<file path="config.mk">
export PLATFORM = sky130hd
export DESIGN_NAME = cla_addsub_pipe
export DESIGN_NICKNAME = d
export VERILOG_FILES = /design/src/rtl/cla_pkg.sv /design/src/rtl/cla_group.sv /design/src/rtl/cla_addsub_pipe.sv
export SDC_FILE = /design/constraint.sdc
export NUM_CORES = 1
export LEC_CHECK = 0
export CAP_MARGIN = 20
export CORE_MARGIN = 2
export CORE_UTILIZATION = 50
export DETAILED_ROUTE_END_ITERATION = 16
export DONT_BUFFER_PORTS = 1
export GPL_ROUTABILITY_DRIVEN = 0
export SLEW_MARGIN = 20
export SYNTH_ARGS = -nofsm -noshare
export SYNTH_HDL_FRONTEND = slang
export SYNTH_SLANG_ARGS = --single-unit
</file>
<file path="constraint.sdc">
create_clock -name clk -period 4.48 [get_ports clk]
set_input_delay 0.224 -clock clk [delete_from_list [all_inputs] [get_ports clk]]
set_output_delay 0.224 -clock clk [all_outputs]
set_load 0.05 [all_outputs]
</file>
<file path="src/rtl/cla_pkg.sv">
// Shared definitions for the pipelined carry-lookahead adder/subtractor.
package cla_pkg;

  localparam logic MODE_ADD = 1'b0;
  localparam logic MODE_SUB = 1'b1;

  function automatic int ngroups(input int width, input int group);
    return width / group;
  endfunction

  function automatic bit params_ok(input int width, input int group);
    return (group >= 1) && (width >= group) && ((width % group) == 0);
  endfunction

endpackage

</file>
<file path="src/rtl/cla_group.sv">
// Combinational GROUP-bit carry-lookahead slice; every carry is a flat
// sum of generate/propagate products rather than a ripple chain.
module cla_group #(
  parameter int GROUP = 4
) (
  input  logic [GROUP-1:0] x,
  input  logic [GROUP-1:0] y,
  input  logic             ci,
  output logic [GROUP-1:0] s,
  output logic             co,
  output logic             c_msb_in
);

  logic [GROUP-1:0] p;
  logic [GROUP-1:0] g;
  logic [GROUP:0]   c;

  assign p = x ^ y;
  assign g = x & y;

  always_comb begin
    logic term;
    term = 1'b0;
    c    = '0;
    c[0] = ci;
    for (int i = 0; i < GROUP; i++) begin
      term = ci;
      for (int j = 0; j <= i; j++) term = term & p[j];
      c[i+1] = term;
      for (int j = 0; j <= i; j++) begin
        term = g[j];
        for (int m = j + 1; m <= i; m++) term = term & p[m];
        c[i+1] = c[i+1] | term;
      end
    end
  end

  assign s        = p ^ c[GROUP-1:0];
  assign co       = c[GROUP];
  assign c_msb_in = c[GROUP-1];

endmodule

</file>
<file path="src/rtl/cla_addsub_pipe.sv">
// Pipelined add/subtract: one CLA group per register stage, the group carry
// ripples stage to stage, and the whole pipe stalls on output backpressure.
module cla_addsub_pipe
  import cla_pkg::*;
#(
  parameter int WIDTH = 16,
  parameter int GROUP = 4
) (
  input  logic             clk,
  input  logic             rst,
  input  logic             in_valid,
  output logic             in_ready,
  input  logic [WIDTH-1:0] a,
  input  logic [WIDTH-1:0] b,
  input  logic             cin,
  input  logic             mode,
  output logic             out_valid,
  input  logic             out_ready,
  output logic [WIDTH-1:0] res,
  output logic             carry,
  output logic             overflow,
  output logic             zero,
  output logic             negative
);

  localparam int NG = ngroups(WIDTH, GROUP);

  if (!params_ok(WIDTH, GROUP)) begin : g_bad_params
    $error("cla_addsub_pipe: WIDTH must be a positive multiple of GROUP");
  end

  logic             advance;
  logic [WIDTH-1:0] b_eff;
  logic             ov_q;
  logic             zero_q;
  logic             neg_q;

  assign advance  = !out_valid || out_ready;
  assign in_ready = advance;
  assign b_eff    = (mode == MODE_SUB) ? ~b : b;

  for (genvar k = 0; k < NG; k++) begin : g_stg
    // WK: operand bits not yet consumed entering this stage; WR: result bits done after it
    localparam int WK = WIDTH - k * GROUP;
    localparam int WR = (k + 1) * GROUP;

    logic [WK-1:0]    x_i;
    logic [WK-1:0]    y_i;
    logic             ci_i;
    logic             v_i;
    logic [GROUP-1:0] s;
    logic             co;
    logic             cm;
    logic [WR-1:0]    r_n;
    logic [WR-1:0]    r_q;
    logic             c_q;
    logic             v_q;

    if (k == 0) begin : g_first
      assign x_i  = a;
      assign y_i  = b_eff;
      assign ci_i = cin ^ mode;
      assign v_i  = in_valid;
      assign r_n  = s;
    end else begin : g_next
      assign x_i  = g_stg[k-1].g_fwd.a_q;
      assign y_i  = g_stg[k-1].g_fwd.b_q;
      assign ci_i = g_stg[k-1].c_q;
      assign v_i  = g_stg[k-1].v_q;
      assign r_n  = {s, g_stg[k-1].r_q};
    end

    cla_group #(.GROUP(GROUP)) u_grp (
      .x        (x_i[GROUP-1:0]),
      .y        (y_i[GROUP-1:0]),
      .ci       (ci_i),
      .s        (s),
      .co       (co),
      .c_msb_in (cm)
    );

    always_ff @(posedge clk) begin
      if (rst) begin
        v_q <= 1'b0;
        c_q <= 1'b0;
        r_q <= '0;
      end else if (advance) begin
        v_q <= v_i;
        c_q <= co;
        r_q <= r_n;
      end
    end

    if (k < NG - 1) begin : g_fwd
      logic [WK-GROUP-1:0] a_q;
      logic [WK-GROUP-1:0] b_q;

      always_ff @(posedge clk) begin
        if (rst) begin
          a_q <= '0;
          b_q <= '0;
        end else if (advance) begin
          a_q <= x_i[WK-1:GROUP];
          b_q <= y_i[WK-1:GROUP];
        end
      end
    end else begin : g_last
      // Flags are registered alongside res so they carry no extra latency.
      always_ff @(posedge clk) begin
        if (rst) begin
          ov_q   <= 1'b0;
          zero_q <= 1'b0;
          neg_q  <= 1'b0;
        end else if (advance) begin
          ov_q   <= co ^ cm;
          zero_q <= (r_n == '0);
          neg_q  <= r_n[WR-1];
        end
      end
    end
  end

  assign out_valid = g_stg[NG-1].v_q;
  assign res       = g_stg[NG-1].r_q;
  assign carry     = g_stg[NG-1].c_q;
  assign overflow  = ov_q;
  assign zero      = zero_q;
  assign negative  = neg_q;

endmodule
</file>
==> After elaboration in Yosys (flattened, before gate mapping) <==
Index checks and enable logic that the tools add are counted.
{ "word_totals": {"in_bits": 38, "out_inout_bits": 22, "word_cells": 120, "ff_bits": 99} }
{ "classes": {"reduce_logical": 3, "mux": 1, "bitwise_logic": 95} }
{ "op_table": {"columns": ["operator", "count"], "rows": [
  ["1-bit AND", 40],
  ["1-bit bitwise OR", 40],
  ["4-bit XOR", 8],
  ["4-bit AND", 4],
  ["16-bit logical NOT", 1],
  ["16-bit two-way mux", 1],
  ["16-bit inverter", 1],
  ["1-bit XOR", 2],
  ["1-bit logical NOT", 1],
  ["1-bit logical OR", 1]
]} }

==> Depth between registers and ports, before layout <==
Gate-level depths: netlist (run 1).
{ "depth": {"word_depth": 11, "depth_mapped": 9, "ltp_nobuf": 7} }

==> By module <==
From an unflattened synthesis (run 1), not the netlist that was laid out.
{ "hier_totals": {"cells_unflattened": 512, "hier_area_um2": 4902.2} }
{ "by_module_without_submodules": {"columns": ["mod", "cells_each", "area_each_um2", "instances"], "rows": [
  ["cla_addsub_pipe", 440, 4255.3, 1],
  ["cla_group (g_stg[2].u_grp ...)", 19, 161.4, 2],
  ["cla_group (g_stg[1].u_grp)", 19, 177.7, 1],
  ["cla_group (g_stg[0].u_grp)", 15, 146.4, 1]
]} }

==> Worst setup path before layout (run 1) <==
Ideal clock, no wire load.
{ "synth_path": {"path_type": "input -> register", "from": "in mode", "to": "reg g_stg[0].r_q[3]", "arrival_time_ns": 2.072, "n_path_buf": 2, "required_time_ns": 4.418, "slack_ns": 2.346, "stages": 9, "path_cell_list": "buf_2 > buf_2 > xor2_1 > ha_1 > ha_1 > o21a_1 > o21a_1 > or3_1 > nand3_1"} }
{ "synth_via": {"elab_chain_len": 9} }
{ "synth_rtl": {"columns": ["element", "line_no", "source"], "rows": [
  ["start: declaration", "cla_addsub_pipe.sv:16", "input logic mode,"],
  ["16-bit two-way mux", "cla_addsub_pipe.sv:40", "assign b_eff = (mode == MODE_SUB) ? ~b : b;"],
  ["4-bit XOR", "cla_group.sv:18", "assign p = x ^ y;"],
  ["1-bit AND (3 in series)", "cla_group.sv:28", "for (int j = 0; j <= i; j++) term = term & p[j];"],
  ["1-bit bitwise OR (3 in series)", "cla_group.sv:33", "c[i+1] = c[i+1] | term;"],
  ["4-bit XOR *", "cla_group.sv:38", "assign s = p ^ c[GROUP-1:0];"],
  ["end signal: assignment", "cla_addsub_pipe.sv:90", "r_q <= r_n;"],
  ["end: declaration", "cla_addsub_pipe.sv:55", "logic [WR-1:0] r_q;"]
]} }
Mark *: on every way between the ends. The rest lies on a longest branch, timed or not.
A chain may end at the register's enable or synchronous reset.

==> Worst setup path in the final report (run 1) <==
{ "layout_path": {"from": "reg g_stg[3].v_q (netlist: out_valid)", "to": "out in_ready"} }
{ "layout_via": {"elab_chain_len": 2} }
{ "layout_rtl": {"columns": ["element", "line_no", "source"], "rows": [
  ["start: declaration", "cla_addsub_pipe.sv:57", "logic v_q;"],
  ["start signal: assignment", "cla_addsub_pipe.sv:88", "v_q <= v_i;"],
  ["1-bit logical NOT", "cla_addsub_pipe.sv:38", "assign advance = !out_valid || out_ready;"],
  ["1-bit logical OR", "cla_addsub_pipe.sv:38", null],
  ["end: declaration", "cla_addsub_pipe.sv:12", "output logic in_ready,"]
]} }
Every way passes these cells.

==> results_dict.tcl, run 1 <==
set metrics [dict create \
    status "completed" \
    postCtsSetupRepairBufs 0 \
    synth_xor_area_frac 0.0465 \
    core_area_um2 8130 \
    grt_pass1_wl_mm 13.0 \
    synth_top_family_by_area "simple AND/OR/NAND/NOR gates" \
    synth_seq_cells 98 \
    tns_ns 0 \
    arrival_ns 2.17 \
    track_usage 0.185 \
    dr.pass1.iters 4 \
    finalSetupViolations 0 \
    max-vdd-ir-drop_uv 171 \
    synth_top_cell_by_area "dfxtp_1" \
    cts_root_buffer "clkbuf_8" \
    num_rows 33 \
    clk_latency_ns 0.35 \
    layout_min_cycle_time_ns 2.39 \
    fmax_ghz 0.418 \
    regToRegSetupSlack_ns 2.14 \
    avgSynthCellArea_um2 8.37 \
    fill_cells 768 \
    hold_class "input port to flip-flop" \
    clock_sinks 98 \
    synth_area_leaders "dfxtp_1 47%, nand2_1 13%, a21oi_1 8.2%" \
    yosysWarnings 0 \
    grt_max_degree 94 \
    die_w_um 95.0 \
    synthToLayoutAreaGrowth_pct 9.12 \
    drt.antenna.violating_nets 0 \
    cp_max_fo 77 \
    synth_top_area_frac 0.474 \
    syn_nets 557 \
    ys_seq_area_frac 0.474 \
    period_share 0.534 \
    final_cells 594 \
    drv_slew 0 \
    numCtsBuffers 9 \
    synth_common_cells "139 x nand2_1, 98 x dfxtp_1, 68 x a21oi_1, 29 x nor2_1, 21 x a211oi_1" \
    cts.clk_slew.worst_paths_ns 0.09 \
    slew_headroom 0.354 \
    r2r_end "g_stg[2].r_q[11]" \
    startpoint "out_valid" \
    h-tree-depth 3 \
    die_h_um 95.0 \
    yosys.area_share.simple 0.201 \
    max_slew.worst_pin.slew_ns 0.968 \
    synth_most_common_cell "nand2_1" \
    drive_gt1_frac 0.0470 \
    muxShareOfSynthArea 0.00242 \
    synth_compound_area_frac 0.154 \
    netlist_instances 495 \
    syn_area_um2 4140 \
    vias 3070 \
    rsz0062_at_grt "false" \
    synth_ff_type "dfxtp_1" \
    final_nets 546 \
    finalHoldViolations 0 \
    grt_pass1_vias 2792 \
    initial_core_util 0.509 \
    p_leak_nw 1.77 \
    endpoint "in_ready" \
    required_ns 4.26 \
    cts.path.max_buffers 2 \
    pin_count 60 \
    synth-edff-count 0 \
    viasPerCell 5.17 \
    max_cap_viol_count 0 \
    route.detailed.drc 0 \
    skew_ns 0.00623 \
    port_buffers 0 \
    drt_wl_total_mm 7.89 \
    crit_type "flip-flop to output pin" \
    cts-hold-fix-buffers 13 \
    first_iter_violations 158 \
    antenna_found_initial 0 \
    async_reset_ff_frac 0 \
    ys_types 30 \
    reg2reg_depth 6 \
    rr_startpoint "out_valid" \
    end_kind "output pin" \
    avgRoutedWirePerCell_um 13.3 \
    place_hpwl_mm 4.99 \
    tritoncts "yes" \
    synthAdderAreaFrac 0.0798 \
    die_area_um2 9030 \
    grt-ovfl-total 0 \
    cts_resized 0 \
    p_per_area_nw_per_um2 400 \
    num_antenna_cells 0 \
    numPlacedInstances 565 \
    worstSetupStartpointType "flip-flop" \
]
-- where the power goes --
| group | total, W | internal, W | switching, W |
|---|---|---|---|
| sequential | 0.000995 | 0.000928 | 0.0000661 |
| clock | 0.000648 | 0.000360 | 0.000289 |
| combinational | 0.000165 | 0.0000836 | 0.0000817 |
-- worst min-delay path by stage --
| stage | end | start | slack, ns | cells past startpoint |
|---|---|---|---|---|
| after floorplan | g_stg[0].g_fwd.a_q[0] | a[4] | 0.36 | 2 |
| after global placement | res[8] | rst | 0.30 | 1 |
| after detailed placement | res[9] | rst | 0.30 | 1 |
| after CTS | g_stg[0].g_fwd.a_q[8] | a[12] | 0.006 | 2 |
| after global routing | g_stg[0].g_fwd.a_q[8] | a[12] | 0.0004 | 2 |
| final | g_stg[0].g_fwd.a_q[8] | a[12] | 0.02 | 2 |
-- logic make-up after synthesis --
| family | count (synthesis) |
|---|---|
| AO/OA/AOI/OAI | 110 |
| multiplexers | 1 |
| adder cells (fa/ha/maj) | 24 |
| AND/OR/NAND/NOR | 199 |
| buffers and inverters | 41 |
| flip-flops | 98 |
| XOR/XNOR | 22 |
-- layer usage --
layer	part of all wire	GRT usage
met2	0.45	0.294
met3	0.040	0.0411
met4	0.011	0.0580
met1	0.50	0.252
met5	0	0
-- cell type report --
type	count	area, µm²	share of cell area
Multi-Input combinational cell	356	2010	0.445
Sequential cell	98	1960	0.434
Timing Repair Buffer	15	163	0.0360
Tap cell	105	131	0.0291
Clock inverter	4	72.6	0.0161
Clock buffer	12	165	0.0365
Inverter	4	16.3	0.00360
-- critical path, stage by stage (launching register included) --
cell      delay, ns
dfxtp_1        0.64
nor2b_4        0.26
clkinv_2       0.35
buf_4          0.54
-- state kept, by name, indices dropped and copies added, names as in the netlist --
signal,flops
carry,1
g_stg.c_q,3
g_stg.g_fwd.a_q,24
g_stg.g_fwd.b_q,24
g_stg.r_q,24
g_stg.v_q,3
out_valid,1
overflow,1
res,16
zero,1
-- layout by cell type, fill, tap and decap left out, drive strengths merged, types with 2 or more instances in the layout --
master | synthesis | layout
nor4 | 3 | 3
nor3 | 8 | 8
o21a | 6 | 6
dfxtp | 98 | 98
or3 | 3 | 3
ha | 20 | 20
clkinv | 0 | 2
buf | 17 | 3
xor2 | 6 | 6
clkbuf | 20 | 12
nand3b | 7 | 7
nor2b | 4 | 4
fa | 4 | 4
nand3 | 3 | 3
xnor2 | 16 | 16
inv | 4 | 3
nor2 | 29 | 29
o21ai | 8 | 8
o31ai | 4 | 4
nand2 | 139 | 139
a21oi | 68 | 68
a211oi | 21 | 21
dlygate4sd3 | 0 | 12
bufinv | 0 | 2
-- per-stage QoR --
stage                util  area (µm²)  setup WS (ns)  power, W  hold slack [ns]
floorplan               -        4140           2.35   0.00114            0.364
global placement    0.508        4130           2.13   0.00115            0.302
detailed placement  0.508        4130           2.12   0.00116            0.302
CTS                 0.556        4520           2.05   0.00183          0.00635
global route        0.556        4520           1.91   0.00189         0.000413
finish              0.556        4520           2.09   0.00181           0.0228
Note: power is estimated with default switching activity, not from simulation.
==> inputs of run 2 (changes only) <==
==> constraint.sdc (replaced) <==
create_clock -name clk -period 2.2 [get_ports clk]
set_input_delay 0.11 -clock clk [delete_from_list [all_inputs] [get_ports clk]]
set_output_delay 0.11 -clock clk [all_outputs]
set_load 0.05 [all_outputs]
==> results_dict.tcl, run 2 (synthesis gave the netlist of run 1 again) <==
set metrics [dict create \
    antenna_found_initial 0 \
    min_path_cells 3 \
    final_nets 578 \
    tns_ns 0 \
    first_iter_violations 117 \
    worstSetupStartpointType "flip-flop" \
    max_cap_viol_count 0 \
    track_usage 0.197 \
    mostFrequentLayoutCell "nand2_1" \
    grt_pass1_wl_mm 13.8 \
    max_slew.worst_pin.slew_ns 0.602 \
    skew_ns 0.0112 \
    vias 3221 \
    reg2reg_depth 6 \
    cts.clk_slew.worst_paths_ns 0.09 \
    reg_top3 "g_stg.g_fwd.a_q: 24 flops, g_stg.g_fwd.b_q: 24 flops, g_stg.r_q: 24 flops" \
    end_kind "output pin" \
    layout_min_cycle_time_ns 1.78 \
    grt-ovfl-total 0 \
    finalHoldViolations 0 \
    crit_type "flip-flop to output pin" \
    cts_root_buffer "clkbuf_8" \
    fill_cells 765 \
    clock_sinks 98 \
    required_ns 2.09 \
    grt_pass1_vias 2925 \
    cts.path.max_buffers 2 \
    slew_headroom 0.598 \
    arrival_ns 1.67 \
    place_hpwl_mm 5.42 \
    pin_count 60 \
    drt_wl_total_mm 8.36 \
    dr.pass1.iters 4 \
    hold_class "input port to flip-flop" \
    clk_latency_ns 0.36 \
    status "completed" \
    period_share 0.810 \
    die_w_um 95.0 \
    grt_max_degree 104 \
    synthToLayoutAreaGrowth_pct 15.6 \
    tritoncts "yes" \
    num_antenna_cells 0 \
    viasPerCell 5.15 \
    drv_slew 0 \
    port_buffers 0 \
    core_area_um2 8130 \
    drive_gt1_frac 0.0518 \
    die_h_um 95.0 \
    layout_common_cells "139 x nand2_1, 98 x dfxtp_1, 68 x a21oi_1" \
    power_w 0.00355 \
    finalSetupViolations 0 \
    cp_max_fo 59 \
    initial_core_util 0.509 \
    avgRoutedWirePerCell_um 13.4 \
    numCtsBuffers 9 \
    num_rows 33 \
    postCtsSetupRepairBufs 0 \
    max-vdd-ir-drop_uv 321 \
    drt.antenna.violating_nets 0 \
    p_leak_nw 1.89 \
    fmax_ghz 0.561 \
    rsz0062_at_grt "false" \
    route.detailed.drc 0 \
    die_area_um2 9030 \
    h-tree-depth 3 \
    p_per_area_nw_per_um2 741 \
]
-- run 2: path summary, 6_finish.rpt --
kind	from	to	slack [ns]
worst max-delay path	out_valid	in_ready	0.42
worst min-delay path	rst	g_stg[2].r_q[11]	0.03
worst max register to register	g_stg[2].g_fwd.a_q[0]	zero	0.43
worst min register to register	g_stg[0].g_fwd.b_q[9]	g_stg[1].g_fwd.b_q[5]	0.45
-- run 2: through the flow --
step                      cells  utilization  worst slack, ns  hold slack [ns]  area [µm²]
final                       626        0.588            0.417           0.0255        4790
after global routing        626        0.588            0.289           0.0229        4790
after CTS                   626        0.588            0.398           0.0115        4790
after detailed placement    571        0.515            0.446            0.189        4190
after global placement      571        0.515            0.494            0.187        4190
after floorplan             495            -            0.180            0.250        4140
-- run 2: layout make-up --
cell class                 instances  area (µm²)  area share
multi-input combinational        356        2010       0.420
sequential                        98        1960       0.410
tap                              105         131      0.0275
inverter                           4        16.3     0.00340
clock inverter                     5        55.1      0.0115
clock buffer                      11         131      0.0275
timing repair buffer              47         480       0.100
-- run 2: critical path, stage by stage (launching register included) --
cell and delay (ns):
dfxtp_1 0.34, nor2b_4 0.19, clkinv_2 0.26, buf_12 0.28, buf_4 0.22
-- run 2: timing repair --
item                                    CTS  global route
hold buffers                             39             0
endpoints found under the setup margin    0             0
resized for setup                         0             0
endpoints found under the hold margin    98             0
-- run 2: power breakdown --
| part | internal [W] | switching, W | total [W] |
|---|---|---|---|
| Clock | 0.000523 | 0.000598 | 0.00112 |
| Combinational | 0.000218 | 0.000191 | 0.000409 |
| Sequential | 0.00189 | 0.000127 | 0.00202 |
| Total | 0.00263 | 0.000916 | 0.00355 |
-- run 2: per-layer routing --
metal  GRT usage  share of wire  vias up
met5           0              0        -
met2       0.310           0.45       52
li1            -              -     1687
met1       0.268           0.49     1473
met3      0.0482          0.043        9
met4      0.0616          0.013        0
